===== src/rtl/pc_sequencer.sv =====
// Program counter sequencer: BOOT/FETCH/HOLD fetch control with branch, jump and register-jump redirects.
// Optional jr alignment checking is compiled in with `define PC_ALIGN_CHECK_EN.
module pc_sequencer #(
    parameter logic [31:0] RESET_PC = 32'h0000_0000
) (
    input  logic        clk,
    input  logic        reset,
    input  logic        stall,
    input  logic        fetch_ready,
    input  logic        br_req,
    input  logic        br_taken,
    input  logic [15:0] br_imm,
    input  logic        j_req,
    input  logic [25:0] j_target,
    input  logic        jr_req,
    input  logic [31:0] jr_addr,
    output logic [31:0] pc,
    output logic        fetch_valid,
    output logic        redirect,
    output logic        misalign_err
);

    typedef enum logic [1:0] {BOOT, FETCH, HOLD} state_t;

    state_t      state, state_nx;
    logic [31:0] pc_nx;
    logic [31:0] pc_seq;
    logic [31:0] br_dest;
    logic [31:0] j_dest;
    logic [31:0] jr_dest;
    logic        redirect_nx;
    logic        err_nx;
    logic        jr_bad;

    assign pc_seq  = pc + 32'd4;
    assign br_dest = pc_seq + {{14{br_imm[15]}}, br_imm, 2'b00};
    assign j_dest  = {pc_seq[31:28], j_target, 2'b00};
    assign jr_dest = jr_addr & ~32'd3;

`ifdef PC_ALIGN_CHECK_EN
    assign jr_bad = jr_req && (jr_addr[1:0] != 2'b00);
`else
    assign jr_bad = 1'b0;
`endif

    assign fetch_valid = (state == FETCH);

    always_comb begin
        state_nx    = state;
        pc_nx       = pc;
        redirect_nx = 1'b0;
        err_nx      = misalign_err;
        case (state)
            BOOT: state_nx = FETCH;
            FETCH, HOLD: begin
                if (jr_bad) begin
                    err_nx = 1'b1;
                end
                // A misaligned jr squashes every redirect source this cycle, not just itself.
                if (jr_req && !jr_bad) begin
                    pc_nx       = jr_dest;
                    redirect_nx = 1'b1;
                end else if (j_req && !jr_bad) begin
                    pc_nx       = j_dest;
                    redirect_nx = 1'b1;
                end else if (br_req && br_taken && !jr_bad) begin
                    pc_nx       = br_dest;
                    redirect_nx = 1'b1;
                end else if (state == HOLD) begin
                    if (!stall) begin
                        state_nx = FETCH;
                    end
                end else if (stall) begin
                    state_nx = HOLD;
                end else if (fetch_ready) begin
                    pc_nx = pc_seq;
                end
            end
            default: state_nx = BOOT;
        endcase
    end

    always_ff @(posedge clk) begin
        if (reset) begin
            state        <= BOOT;
            pc           <= RESET_PC;
            redirect     <= 1'b0;
            misalign_err <= 1'b0;
        end else begin
            state        <= state_nx;
            pc           <= pc_nx;
            redirect     <= redirect_nx;
            misalign_err <= err_nx;
        end
    end

endmodule


===== config.mk =====
export PLATFORM = sky130hd
export DESIGN_NAME = pc_sequencer
export DESIGN_NICKNAME = d
export VERILOG_FILES = /design/src/rtl/pc_sequencer.sv
export SDC_FILE = /design/constraint.sdc
export NUM_CORES = 1
export LEC_CHECK = 0
export ABC_AREA = 1
export CORE_ASPECT_RATIO = 1.2
export CORE_MARGIN = 5
export CORE_UTILIZATION = 57
export DETAILED_ROUTE_END_ITERATION = 12
export GPL_ROUTABILITY_DRIVEN = 0
export MAX_ROUTING_LAYER = met4
export PLACE_DENSITY = 0.95
export SETUP_SLACK_MARGIN = 0.4
export SYNTH_ARGS = -nofsm -noshare
export SYNTH_HDL_FRONTEND = slang
export SYNTH_SLANG_ARGS = --single-unit

===== constraint.sdc =====
create_clock -name clk -period 5.05 [get_ports clk]
set_input_delay 1.2625 -clock clk [delete_from_list [all_inputs] [get_ports clk]]
set_output_delay 1.2625 -clock clk [all_outputs]
set_load 0.01 [all_outputs]

Yosys cells after proc, flatten, opt, wreduce, memory -nomap -nowiden. Index checks and enable logic that the tools add are counted.

Register bits after elaboration: 35. Bits in writable memories: 0. Memories kept: 0. Word-level logic and storage cells: 38. Bits of input ports: 82. ROM bits: 0. Bits in latches: 0. Output and inout bits: 35.

Divide/modulo/power cells: 0. Magnitude comparators: 0. Equality and inequality tests: 9. Bitwise gates (word level): 1. $mul: 0. Add/sub/neg operators: 2. Shift-type cells: 0. Mux-type cells: 16. Reduce and logical (&&, ||, !) cells: 7.

Operators with widths (count): two-way mux 32 bit (6); adder 32 x 3 -> 32 bit, second input constant (1); adder 32 bit (1); two-way mux 2 bit (6); inequality test 2 bit, second input constant (3); inequality test 3 bit, second input constant (2); AND reduction 5 bit (1); inequality test 4 x 1 -> 1 bit, second input constant (1); inequality test 4 bit, second input constant (1); one-hot mux 2 bit (2 select lines) (1); AND reduction 4 bit (1); nonzero test 4 bit (1); OR reduction 2 bit (2); two-way mux 1 bit (3); == test 2 x 1 -> 1 bit, second input constant (1); == test 2 bit, second input constant (1); zero test 2 bit (1); logical AND 1 bit (1); inverter 1 bit (1).

Longest topological paths before layout.
Word-level depth: 7. Mapped depth: 25. Mapped depth without buffers: 24.

Worst setup path after synthesis. No wires, ideal clock.

Path kind: in2reg. Start: in br_imm[0]. End: reg pc[30]. Setup time: 131 ps. Arrival time: 2759 ps. Path slack: 2160 ps. Stages: 16. Cell sequence: ha_1 -> fa_1 -> nand3_1 -> nand3_1 -> nand2_1 -> nand2_2 -> nand2_1 -> nand2_1 -> nand2_1 -> nand2_1 -> nand2_1 -> nand2_1 -> nand2_1 -> nand2_1 -> nand2_1 -> a21oi_1.

Cells in the longest elaborated chain, start to end: 4.

Ends and longest elaborated chain: start: declaration (RTL line 12) `input logic [15:0] br_imm,`; adder 32 bit (RTL line 36) `assign br_dest = pc_seq + {{14{br_imm[15]}}, br_imm, 2'b00};`; two-way mux 32 bit (RTL line 66) `end else if (br_req && br_taken && !jr_bad) begin`; two-way mux 32 bit (RTL line 63) `end else if (j_req && !jr_bad) begin`; two-way mux 32 bit (RTL line 60) `if (jr_req && !jr_bad) begin`; end signal: assignment (RTL line 91) `pc <= pc_nx;`; end: declaration (RTL line 17) `output logic [31:0] pc,`.

Every way passes these cells. A chain may end at the register's enable or synchronous reset.

Worst setup path after layout.
Start: in br_imm[15]. End: reg pc[27].

Same word-level chain as after synthesis.

==> metrics.log <==
[metrics] most frequent cell after synthesis: sky130_fd_sc_hd__nand2_1
[metrics] number of buffers added by the clock tree synthesis step: 5
[metrics] maximum fanout along the worst path: 21
[metrics] Port-buffer cells: 111
[metrics] number of max-slew violations in the final report: 0
[metrics] number of buffers added for setup after CTS: 0
[metrics] slew margin rel.: a little over a third
[metrics] transition time at the pin with the least slew margin: approximately 0.95 ns
[metrics] detailed-route DRC error count: 0
[metrics] EDFF count, synth: 0
[metrics] run status: finished clean
[metrics] antenna violations before repair: 0
[metrics] data arrival time of the critical path: ~4.1 ns
[metrics] cells taking the most area after synthesis: sky130_fd_sc_hd__nand2_1 24%, sky130_fd_sc_hd__dfxtp_1 12%, sky130_fd_sc_hd__inv_1 10%
[metrics] critical path capture point type: flop
[metrics] startpoint class of the critical path: primary input
[metrics] clk sink count: 33
[metrics] cell types with the highest counts after synthesis: 344 x sky130_fd_sc_hd__nand2_1, 143 x sky130_fd_sc_hd__inv_1, 97 x sky130_fd_sc_hd__nor2_1
[metrics] clock edge transition at the registers on the reported setup and hold paths: 0.07 ns
[metrics] width of the die: between 90 and 100 um
[metrics] number of placed I/O pins: around 120
[metrics] pin count of the biggest net entering global routing: 43
[metrics] area leader, netlist: sky130_fd_sc_hd__nand2_1
[metrics] H-tree depth reported by CTS: 2
[metrics] timing-limited maximum frequency: 255.7 MHz
[metrics] cell count after placement: approximately 1200
[metrics] hold buffers post-CTS: 0
[metrics] asr flop ratio synth: 0%
[metrics] portion of the clock cycle consumed by the worst path in the final layout: just under 80%
[metrics] maximum vdd ir drop: 0.0004552 V
[metrics] Post-DP HPWL: roughly 14000 um
[metrics] post-layout minimum cycle time: approximately 3.9 ns
[metrics] Hold Vio Cnt, Final: 0
[metrics] Netlist Area Pre-Place: approximately 5300 um^2
[metrics] drt first-iter violations: roughly 640
[metrics] share of post-route cells with drive strength above 1: between 5 and 6%
[metrics] DR WL/cell: approximately 15 um
[metrics] share of synthesized area occupied by flip-flops and latches: 12.40%
[metrics] Total Routed Length: 17750 um
[metrics] # resized after CTS: 0
[metrics] share of the synthesized area in the top cell type: between 20% and 30%
[metrics] Leak: approximately 3.3 nW
[metrics] synth unique cells: 40
[metrics] placeable core region: about 9100 um^2
[metrics] Initial Utilization: ~59%
[metrics] power per cell area: between 400 and 500 nW/um^2
[metrics] RSZ-0062 raised after global routing: no
[metrics] most frequently used flop master after synthesis: sky130_fd_sc_hd__dfxtp_1
[metrics] number of global-route vias before repair: 6222
[metrics] Setup CP Type: primary input to flop
[metrics] Post-Route Hold Slack: 0.5279 ns
[metrics] worst hold path class: flop to flop
[metrics] std cell rows: 38
[metrics] Die H: 115.9 um
[metrics] net count reported at finish: approximately 1200
[metrics] Critical Path RT: around 5.2 ns
[metrics] Routed Antenna Nets: 0
[metrics] maximum buffer depth of the clock tree: 2
[metrics] Final Setup Violations: 0
[metrics] drt via density: 5.545
[metrics] clock root buffer: sky130_fd_sc_hd__clkbuf_8
[metrics] number of storage elements in the synthesis netlist: 33
[metrics] Fillers: ~760
[metrics] diode insertion count for antenna repair: 0
[metrics] clock network latency to the later pin of the worst-skew pair: approximately 0.30 ns
[metrics] final cell utilization of the core: ~73%
[metrics] Vias: between 6000 and 7000
[metrics] total power draw: 0.002752 W
[metrics] layout overhead on the synthesized area: 23.82%
[metrics] Die Area: approximately 11000 um^2
[metrics] GRT Total Usage: about a third
[metrics] Synth Area per Inst: 5.402 um^2
[metrics] Fin Clk Skew: 0.01252 ns
[metrics] Max Cap Violations: 0
[metrics] Synth Warn #: 0
[metrics] synthesized instance count: just under 1000
[metrics] post-route insts no fill: approximately 1200
[metrics] DR pass1 iterations: 7
[metrics] post-route setup TNS: 0 ns
[metrics] CTS tree: done
[metrics] wire length of the first global-routing pass: about 29000 um
[metrics] remaining global-route overflow: 0
==> path summary, 6_finish.rpt <==
check | start | end | slack, ns | cells past startpoint
max | br_imm[15] | pc[27] | 1.14 | 13
min | pc[30] | pc[30] | 0.53 | 2
max reg2reg | pc[2] | pc[19] | 1.51 | 20
min reg2reg | pc[30] | pc[30] | 0.53 | 2
==> worst max-delay path: stages <==
cell	delay [ns]
sky130_fd_sc_hd__clkdlybuf4s50_1	0.91
sky130_fd_sc_hd__ha_1	0.67
sky130_fd_sc_hd__nand2_1	0.13
sky130_fd_sc_hd__nor2_1	0.19
sky130_fd_sc_hd__nand2_1	0.10
sky130_fd_sc_hd__nor4_1	0.18
sky130_fd_sc_hd__nand2_1	0.15
sky130_fd_sc_hd__nand2_1	0.09
sky130_fd_sc_hd__nand2_1	0.05
sky130_fd_sc_hd__nand3_1	0.08
sky130_fd_sc_hd__nand2_1	0.09
sky130_fd_sc_hd__nand2_1	0.08
sky130_fd_sc_hd__a21oi_1	0.06
==> cell usage in the layout, fill, tap and decap left out, types with 6 or more instances in the layout <==
cell,netlist,routed
sky130_fd_sc_hd__a21oi_1,79,79
sky130_fd_sc_hd__and2_1,6,6
sky130_fd_sc_hd__clkbuf_8,1,6
sky130_fd_sc_hd__clkdlybuf4s50_1,0,111
sky130_fd_sc_hd__dfxtp_1,33,33
sky130_fd_sc_hd__ha_1,41,41
sky130_fd_sc_hd__inv_1,143,143
sky130_fd_sc_hd__nand2_1,344,344
sky130_fd_sc_hd__nand2_2,11,11
sky130_fd_sc_hd__nand3_1,67,67
sky130_fd_sc_hd__nand4_1,12,12
sky130_fd_sc_hd__nor2_1,97,97
sky130_fd_sc_hd__nor2_2,13,13
sky130_fd_sc_hd__nor3_1,9,9
sky130_fd_sc_hd__o211ai_1,12,12
sky130_fd_sc_hd__o21ai_0,25,25
sky130_fd_sc_hd__xnor2_1,8,8
sky130_fd_sc_hd__xor2_1,17,17
==> metal layers <==
| layer | wire length, um | global-route usage, % | up-vias |
|---|---|---|---|
| li1 | - | - | 3311 |
| met1 | 6835 | 38.79 | 2953 |
| met2 | 8353 | 53.09 | 352 |
| met3 | 1735 | 4.335 | 77 |
| met4 | 822 | 15.03 | 0 |
| met5 | 0 | - | - |
==> kinds of logic after synthesis <==
family                   synth area share (%)
flip-flops                              12.40
buffers and inverters                   13.39
AO/OA/AOI/OAI                           13.53
other                                 0.07040
AND/OR/NAND/NOR                         46.49
adder cells (fa/ha/maj)                 10.01
XOR/XNOR                                4.111
==> cell type report <==
type / count / area [um^2] / share of cell area [%]
Clock buffer: 7 / 86.33 / 1.309
Clock inverter: 1 / 30.03 / 0.4553
Inverter: 149 / 559.3 / 8.480
Multi-Input combinational cell: 781 / 3960 / 60.05
Sequential cell: 33 / 660.6 / 10.02
Tap cell: 120 / 150.1 / 2.277
Timing Repair Buffer: 116 / 1149 / 17.42
==> flip-flops by register name (all words and copies together), names as in the netlist <==
name,cells
pc,30
redirect,1
state,2
==> through the flow <==
stage / instance area (um^2) / setup slack, ns
after floorplan: 5334 / 2.160
after global placement: 6479 / 0.9214
after detailed placement: 6479 / 0.8843
after CTS: 6595 / 1.177
after global routing: 6595 / 0.8851
final: 6595 / 1.139
==> power breakdown <==
group / switching (W) / internal, W / total [W]
clock: 0.000104 / 0.000161 / 0.000265
sequential: 0.000170 / 0.000363 / 0.000533
combinational: 0.00119 / 0.000764 / 0.00195
(Power assumes the default switching activity.)
